## src/rtl/pll_phase_stepper.sv

```systemverilog
// Phase-rotation sequencer for PF_CCC dynamic phase control: turns one request
// into the SEL/DIRECTION/ROTATE/LOAD_PHASE_N pin sequence and tracks phase per output.
module pll_phase_stepper #(
    parameter  int NUM_OUT         = 4,
    parameter  int STEPS_PER_CYCLE = 8,
    parameter  int STEP_W          = 8,
    parameter  int ROT_HI_CYCLES   = 2,
    parameter  int SETTLE_CYCLES   = 4,
    localparam int PW              = $clog2(STEPS_PER_CYCLE)
) (
    input  logic                  clk,
    input  logic                  arst_n,
    input  logic                  pll_lock,
    input  logic                  req_valid,
    output logic                  req_ready,
    input  logic [NUM_OUT-1:0]    req_sel,
    input  logic                  req_dir,
    input  logic [STEP_W-1:0]     req_steps,
    output logic [NUM_OUT-1:0]    phase_out_sel,
    output logic                  phase_direction,
    output logic                  phase_rotate,
    output logic                  load_phase_n,
    output logic                  busy,
    output logic                  done,
    output logic                  err,
    output logic [NUM_OUT*PW-1:0] phase_pos
);

    localparam int TMAX = (ROT_HI_CYCLES > SETTLE_CYCLES) ? ROT_HI_CYCLES : SETTLE_CYCLES;
    localparam int TW   = $clog2(TMAX + 1);

    typedef enum logic [2:0] {
        S_IDLE,
        S_SETUP,
        S_ROT_HI,
        S_ROT_LO,
        S_LOAD,
        S_DONE
    } state_t;

    state_t            state;
    logic [STEP_W-1:0] cnt;
    logic [TW-1:0]     timer;

    assign req_ready = (state == S_IDLE) & pll_lock & arst_n;
    assign busy      = (state != S_IDLE);

    // phase_out_sel/phase_direction double as the latched request SEL/DIR,
    // since they are held unchanged from SETUP through LOAD.
    always_ff @(posedge clk or negedge arst_n) begin
        if (!arst_n) begin
            state           <= S_IDLE;
            phase_out_sel   <= '0;
            phase_direction <= 1'b0;
            phase_rotate    <= 1'b0;
            load_phase_n    <= 1'b1;
            done            <= 1'b0;
            err             <= 1'b0;
            cnt             <= '0;
            timer           <= '0;
            phase_pos       <= '0;
        end else begin
            done <= 1'b0;
            err  <= 1'b0;
            if (state != S_IDLE && !pll_lock) begin
                // Relock resets the PLL phase, so tracked positions are void.
                state           <= S_IDLE;
                err             <= 1'b1;
                phase_out_sel   <= '0;
                phase_direction <= 1'b0;
                phase_rotate    <= 1'b0;
                load_phase_n    <= 1'b1;
                phase_pos       <= '0;
            end else begin
                case (state)
                    S_IDLE: begin
                        if (!pll_lock) begin
                            phase_pos <= '0;
                        end else if (req_valid) begin
                            cnt <= req_steps;
                            if (req_steps == '0 || req_sel == '0) begin
                                state <= S_DONE;
                                done  <= 1'b1;
                            end else begin
                                state           <= S_SETUP;
                                phase_out_sel   <= req_sel;
                                phase_direction <= req_dir;
                            end
                        end
                    end
                    S_SETUP: begin
                        state        <= S_ROT_HI;
                        phase_rotate <= 1'b1;
                        timer        <= TW'(ROT_HI_CYCLES - 1);
                    end
                    S_ROT_HI: begin
                        if (timer == '0) begin
                            cnt <= cnt - 1'b1;
                            for (int unsigned i = 0; i < NUM_OUT; i++) begin
                                if (phase_out_sel[i]) begin
                                    if (phase_direction)
                                        phase_pos[i*PW +: PW] <= phase_pos[i*PW +: PW] + PW'(1);
                                    else
                                        phase_pos[i*PW +: PW] <= phase_pos[i*PW +: PW] - PW'(1);
                                end
                            end
                            phase_rotate <= 1'b0;
                            timer        <= TW'(SETTLE_CYCLES - 1);
                            state        <= S_ROT_LO;
                        end else begin
                            timer <= timer - 1'b1;
                        end
                    end
                    S_ROT_LO: begin
                        if (timer == '0) begin
                            if (cnt != '0) begin
                                state        <= S_ROT_HI;
                                phase_rotate <= 1'b1;
                                timer        <= TW'(ROT_HI_CYCLES - 1);
                            end else begin
                                state        <= S_LOAD;
                                load_phase_n <= 1'b0;
                            end
                        end else begin
                            timer <= timer - 1'b1;
                        end
                    end
                    S_LOAD: begin
                        state           <= S_DONE;
                        load_phase_n    <= 1'b1;
                        done            <= 1'b1;
                        phase_out_sel   <= '0;
                        phase_direction <= 1'b0;
                    end
                    S_DONE: begin
                        state <= S_IDLE;
                    end
                    default: begin
                        state <= S_IDLE;
                    end
                endcase
            end
        end
    end

endmodule
```

## config.mk

```make
export PLATFORM = sky130hd
export DESIGN_NAME = pll_phase_stepper
export DESIGN_NICKNAME = d
export VERILOG_FILES = /design/src/rtl/pll_phase_stepper.sv
export SDC_FILE = /design/constraint.sdc
export NUM_CORES = 1
export LEC_CHECK = 0
export CAP_MARGIN = 30
export CORE_ASPECT_RATIO = 0.7
export CORE_MARGIN = 2
export CORE_UTILIZATION = 50
export CTS_BUF_LIST = sky130_fd_sc_hd__clkbuf_4 sky130_fd_sc_hd__clkbuf_8
export DETAILED_ROUTE_END_ITERATION = 12
export DONT_BUFFER_PORTS = 1
export PLACE_DENSITY = 0.65
export SLEW_MARGIN = 5
export SYNTH_ARGS = -nofsm -noshare
export SYNTH_HDL_FRONTEND = slang
export SYNTH_SLANG_ARGS = --single-unit
```

## constraint.sdc

```tcl
create_clock -name clk -period 2 [get_ports clk]
set_input_delay 0.6 -clock clk [delete_from_list [all_inputs] [get_ports clk]]
set_output_delay 0.6 -clock clk [all_outputs]
set_load 0.03 [all_outputs]
```

==> results.yml, run 1 <==
yosys:
  synth_edf_count: 0
  synth.area.top_cells: "dfrtp_1 (43%), mux2i_1 (4.5%), fa_1 (4.0%)"
  synth_area_leader_cell: "dfrtp_1"
  synthCells: 196
  netlist_area_um2: 1990
  avgSynthCellArea_um2: 10.1
  synth-main-ff-cell: "dfrtp_1"
  netlist-cell-type-count: 54
  mappedNetlistNets: 218
  yosys.area.top_type_share: 0.428
  async_flop_share: 1.00
  ys_ff_latch: 35
  ys_seq_area_frac: 0.442
  yosys_warnings: 0
floorplan:
  die_h_um: 56.7
  io_pins: 40
  core_um2: 3870
  die_w_um: 79.3
  rows: 19
  die-area_um2: 4500
  start_util: 0.512
drt:
  wl_um: 4440
  drt_pass1_iterations: 4
  vias_per_cell: 5.77
  wl_per_cell_um: 17.0
  antenna_left: 0
  drt_iter0_drc: 117
  wl_met3_um: 389
  wl_met2_um: 2000
  vias: 1513
  wl_met1_um: 2010
  top_layer: "met4"
  drc: 0
critical_path:
  cp.required_ns: 1.40
  critPathKind: "reg2out"
  worst-path-max-fanout: 3
  rrSetupSlack_ns: 0.11
  crit_path_end_kind: "output port"
  cpPeakStageDelay_ns: 0.39
  cp-startpoint: "state[1]$_DFFE_PN0P_"
  crit_slowest_cell: "dfrtp_1"
  r2r_start: "state[1]$_DFFE_PN0P_"
  crit_arrival_ns: 1.36
  critPathBufInv: 1
  cp_cell_sequence: "or2_4 > nor2_4 > and3_4 > buf_6"
  cp_top_family: "simple AND/OR/NAND/NOR gates"
  critPathLaunchType: "flip-flop"
grt:
  antenna_found_initial: 0
  grt.total_usage: 0.222
  grt_max_degree: 26
  grt_pass1_wl_um: 7620
  grt_overflow: 0
  grt_pass1_vias: 1542
final_layout:
  nNetsFinal: 231
  antenna_cells: 0
  syn_to_final_growth_pct: 13.2
  post-route-util: 0.580
  drive_gt1_frac: 0.162
clock_network:
  cts_sinks: 35
  clk_latency_ns: 0.28
  numCtsBuffers: 5
  clk_pin_slew_ns: 0.07
  htree_levels: 2
  cts_hold_buf: 1
  tritoncts: "done"
  cts-root-buf: "clkbuf_8"
  cts_buffer_depth: 2
pwr:
  power-per-cell-area_nw_per_um2: 1000
  leakage_nw: 0.987
  p_total_mw: 2.25
  ir_drop_v: 0.000633
timing:
  hold_violations: 0
  worst_slew_pin_slew_ns: 0.861
  relSlewSlack: 0.424
  rsz0062_at_grt: "true"
  period_share: 0.982
  slew_viol_final: 0
  hold_ws_ns: 0.00327
  setup_viol: 0
  fin_crit_ns: 1.96
  fmax_mhz: 509
  finalClockSkew_ns: 0.00560
placement:
  place_congestion: 0.798
  io_buffers: 0
  dp_hpwl_um: 3180
status:
  outcome: "finished clean"
job:
  drv_cap: 0
min_path:
  hp-class: "in2async"
state kept, by name (all words and copies together), names as in the netlist:
register / count
cnt: 8
phase_pos: 12
phase_rotate: 1
phase_direction: 1
err: 1
done: 1
timer: 3
phase_out_sel: 4
state: 3
load_phase_n: 1
final timing paths:
check	endpoint	cells after the start
setup reg to reg	cnt[7]$_DFFE_PN0P_	6
setup / recovery	req_ready	4
hold / removal	cnt[4]$_DFFE_PN0P_	0
hold reg to reg	cnt[1]$_DFFE_PN0P_	1
max in group asynchronous	phase_pos[0]$_DFFE_PN0P_	1
min in group clk	err$_DFF_PN0_	1
placed cells by master, fill, tap and decap left out, drive strengths merged, types with 2 or more instances in the layout:
cell type  count
nor4           4
o21ai         18
o21a           2
nor3b          5
buf           14
or2            2
a2bb2oi        2
inv            5
or3            7
nor2b          7
nand3          4
nor2          15
a211oi         3
nor3           4
a21boi         5
dfrtp         34
clkbuf         8
xor2           4
mux2i          9
and3           2
nand2b         2
a21oi          8
and2           6
fa             4
xnor2          5
nand2          9
stage by stage:
step                      setup slack, ns  setup TNS (ns)  area, µm²  instances
after global placement              0.172               0       2090        250
after detailed placement           0.0715               0       2090        250
final                              0.0369               0       2250        262
after CTS                         0.00505               0       2210        259
after floorplan                    0.0358               0       1990        196
after global routing             -0.00700        -0.00931       2250        262
repair_timing:
| item | in CTS | in global routing |
|---|---|---|
| buffers inserted | 0 | 3 |
| endpoints found under the setup margin | 1 | 9 |
| pin swaps | 0 | 3 |
| resized for setup | 3 | 3 |
| hold endpoints to repair | 18 | 16 |
synth_stat cells (5+ instances only):
cell	count
dfrtp_1	34
nor2_1	15
o21ai_0	14
mux2i_1	9
nand2_1	9
a21oi_1	8
nor2b_1	7
or3_1	7
and2_1	6
a21boi_1	5
clkbuf_1	5
inv_1	5
xnor2_1	5
cell families (layout without fill, tap and decap cells):
| logic type | Yosys count | after routing | share of synthesized area |
|---|---|---|---|
| fa+ha+maj | 5 | 5 | 0.0466 |
| mux | 9 | 9 | 0.0454 |
| compound gates | 49 | 49 | 0.165 |
| xor+xnor | 9 | 9 | 0.0397 |
| simple gates | 75 | 75 | 0.229 |
| flops | 35 | 35 | 0.442 |
| buf+inv | 14 | 28 | 0.0321 |
report_power, final:
part,switching [mW],internal [mW]
Combinational,0.344,0.278
Clock,0.251,0.328
Sequential,0.219,0.829
metal layers:
metal | vias to the layer above | global-route usage
li1 | 727 | -
met3 | 4 | 0.0723
met2 | 49 | 0.318
met4 | 0 | 0.0616
met1 | 733 | 0.324
met5 | - | 0
area by class of cell:
cell class	count	area, µm²
multi-input combinational	147	1060
tap	52	65.1
sequential	35	877
inverter	5	18.8
clock buffer	8	104
timing repair buffer	15	119
fill	325	1630
Power figures use the tool's default switching activity.
==> run 2, diff against run 1 <==
--- a/config.mk
+++ b/config.mk
@@ -13,7 +13,6 @@
 export DETAILED_ROUTE_END_ITERATION = 12
 export DONT_BUFFER_PORTS = 1
 export PLACE_DENSITY = 0.65
-export SLEW_MARGIN = 5
 export SYNTH_ARGS = -nofsm -noshare
 export SYNTH_HDL_FRONTEND = slang
 export SYNTH_SLANG_ARGS = --single-unit
==> results of run 2 <==
Same layout as run 1: the final DEF is identical, and so are final timing and power.
==> run 3, diff against run 2 <==
--- a/config.mk
+++ b/config.mk
@@ -16,3 +16,4 @@
 export SYNTH_ARGS = -nofsm -noshare
 export SYNTH_HDL_FRONTEND = slang
 export SYNTH_SLANG_ARGS = --single-unit
+export TNS_END_PERCENT = 20
==> run 3 against run 2 <==
  * Worst setup slack worse by 0.036 ns
  * Cell area is 0.95% lower
  * Register-to-register slack better by 0.02 ns
  * Global-route usage stayed put
  * Clock skew hardly changed
  * Die area stayed put
  * Core utilization is 0.55 points lower
  * Via count is 1.3% higher
==> results.yml, run 3 (synthesized netlist as in run 1, its figures left out) <==
placement:
  place_congestion: 0.798
  io_buffers: 0
  dp_hpwl_um: 3180
  placed_area_um2: 2090
floorplan:
  start_util: 0.512
  die_w_um: 79.3
  rows: 19
  die-area_um2: 4500
  core_um2: 3870
  io_pins: 40
  die_h_um: 56.7
grt:
  grt_pass1_vias: 1542
  grt_max_degree: 26
  antenna_found_initial: 0
  grt_overflow: 0
  grt.total_usage: 0.222
  grt_pass1_wl_um: 7620
timing:
  relSlewSlack: 0.432
  slew_viol_final: 0
  period_share: 1.00
  setup_viol: 0
  hold_violations: 0
  fmax_mhz: 500
  finalClockSkew_ns: 0.00573
  fin_crit_ns: 2.00
  rsz0062_at_grt: "true"
  worst_slew_pin_slew_ns: 0.848
pwr:
  ir_drop_v: 0.000630
  combPwrFrac: 0.273
  p_sw_frac: 0.365
  intPower_mw: 1.42
  pwr-share-seq: 0.469
  leakage_nw: 0.977
  pwr-share-clk: 0.258
  power-per-cell-area_nw_per_um2: 1000
  p_switching_uw: 816
critical_path:
  cp.required_ns: 1.40
  cpPeakStageDelay_ns: 0.41
  rr_endpoint: "cnt[7]$_DFFE_PN0P_"
  r2r.worst_path.cells: 4
  critPathBufInv: 1
  worst-path-max-fanout: 6
  critPathKind: "reg2out"
  cp-startpoint: "state[1]$_DFFE_PN0P_"
  cp_top_family: "simple AND/OR/NAND/NOR gates"
  critPathLaunchType: "flip-flop"
  crit_arrival_ns: 1.40
  crit_path_end_kind: "output port"
  crit_path_end: "req_ready"
  cp.depth: 4
  cp_cell_sequence: "or2_4 > nor2_4 > and3_1 > buf_4"
  r2r_start: "state[2]$_DFFE_PN0P_"
  crit_slowest_cell: "dfrtp_1"
  rrSetupSlack_ns: 0.13
clock_network:
  cts-root-buf: "clkbuf_8"
  post_cts_buffers: 0
  clk_latency_ns: 0.28
  htree_levels: 2
  cts_sinks: 35
  cts_buffer_depth: 2
  tritoncts: "done"
  clk_pin_slew_ns: 0.07
  numCtsBuffers: 5
final_layout:
  ff_latch_area_um2: 877
  fillerInstances: 330
  syn_to_final_growth_pct: 12.1
  post-route-util: 0.574
  layout_commonest_cell: "dfrtp_1"
  antenna_cells: 0
  fin_area_um2: 2230
  largest_register: "phase_pos"
  top_regs: "phase_pos x12, cnt x8, phase_out_sel x4"
  drive_gt1_frac: 0.144
  final_cell_mix: "dfrtp_1 (34), nor2_1 (14), o21ai_0 (14)"
  multi_input_area_um2: 1060
  largest_reg_flops: 12
  nNetsFinal: 229
drt:
  vias_per_cell: 5.90
  drc: 0
  wl_per_cell_um: 17.2
  vias: 1533
  antenna_left: 0
  drt_pass1_iterations: 4
  wl_um: 4470
  drt_iter0_drc: 96
job:
  drv_cap: 0
status:
  outcome: "finished clean"
min_path:
  hp-class: "in2async"
[run 3: cell types whose count changed in the layout (fill, tap and decap cells not counted), sizes merged]
cell and delta:
buf -3, dlygate4sd3 +1
[run 3: worst min-delay path by stage]
stage	start	cells past startpoint	slack, ns	to
finish	arst_n	0	0.15	load_phase_n$_DFFE_PN1P_
CTS	arst_n	0	0.002	state[1]$_DFFE_PN0P_
detailed placement	arst_n	0	0.31	cnt[1]$_DFFE_PN0P_
floorplan	arst_n	0	0.30	cnt[0]$_DFFE_PN0P_
global placement	arst_n	0	0.31	cnt[2]$_DFFE_PN0P_
global route	arst_n	0	0.14	load_phase_n$_DFFE_PN1P_
[run 3: layer usage]
metal	global-route usage	up-vias	wire length [µm]
li1	-	721	-
met1	0.324	747	2030
met2	0.318	61	2000
met3	0.0723	4	404
met4	0.0616	0	33
met5	0	-	0
[run 3: power groups by stage]
| stage | registers (mW) | logic [mW] | clock network [mW] |
|---|---|---|---|
| floorplan | 1.03 | 0.456 | 0 |
| detailed placement | 1.06 | 0.582 | 0 |
| global placement | 1.06 | 0.555 | 0 |
| CTS | 1.05 | 0.598 | 0.585 |
| finish | 1.05 | 0.610 | 0.577 |
| global route | 1.08 | 0.689 | 0.618 |
[run 3: final cells by class]
type                            count  share of cell area
Tap cell                           52              0.0292
Timing Repair Buffer               13              0.0461
Inverter                            5             0.00843
Sequential cell                    35               0.394
Clock buffer                        8              0.0467
Multi-Input combinational cell    147               0.476
[run 3: through the flow]
step / instances / TNS (ns) / setup slack (ns) / power [mW] / hold slack, ns
6_report: 260 / 0 / 0.000427 / 2.23 / 0.153
5_1_grt: 260 / -0.0727 / -0.0727 / 2.38 / 0.142
4_1_cts: 259 / 0 / 0.00505 / 2.23 / 0.00160
3_5_place_dp: 250 / 0 / 0.0715 / 1.64 / 0.305
3_3_place_gp: 250 / 0 / 0.172 / 1.61 / 0.305
2_1_floorplan: 196 / 0 / 0.0358 / 1.49 / 0.304
[run 3: what timing repair did]
action,in CTS,in global routing
resized for setup,3,1
hold buffers,1,1
hold endpoints to repair,18,16
setup endpoints to repair,1,9
pin swaps,0,0
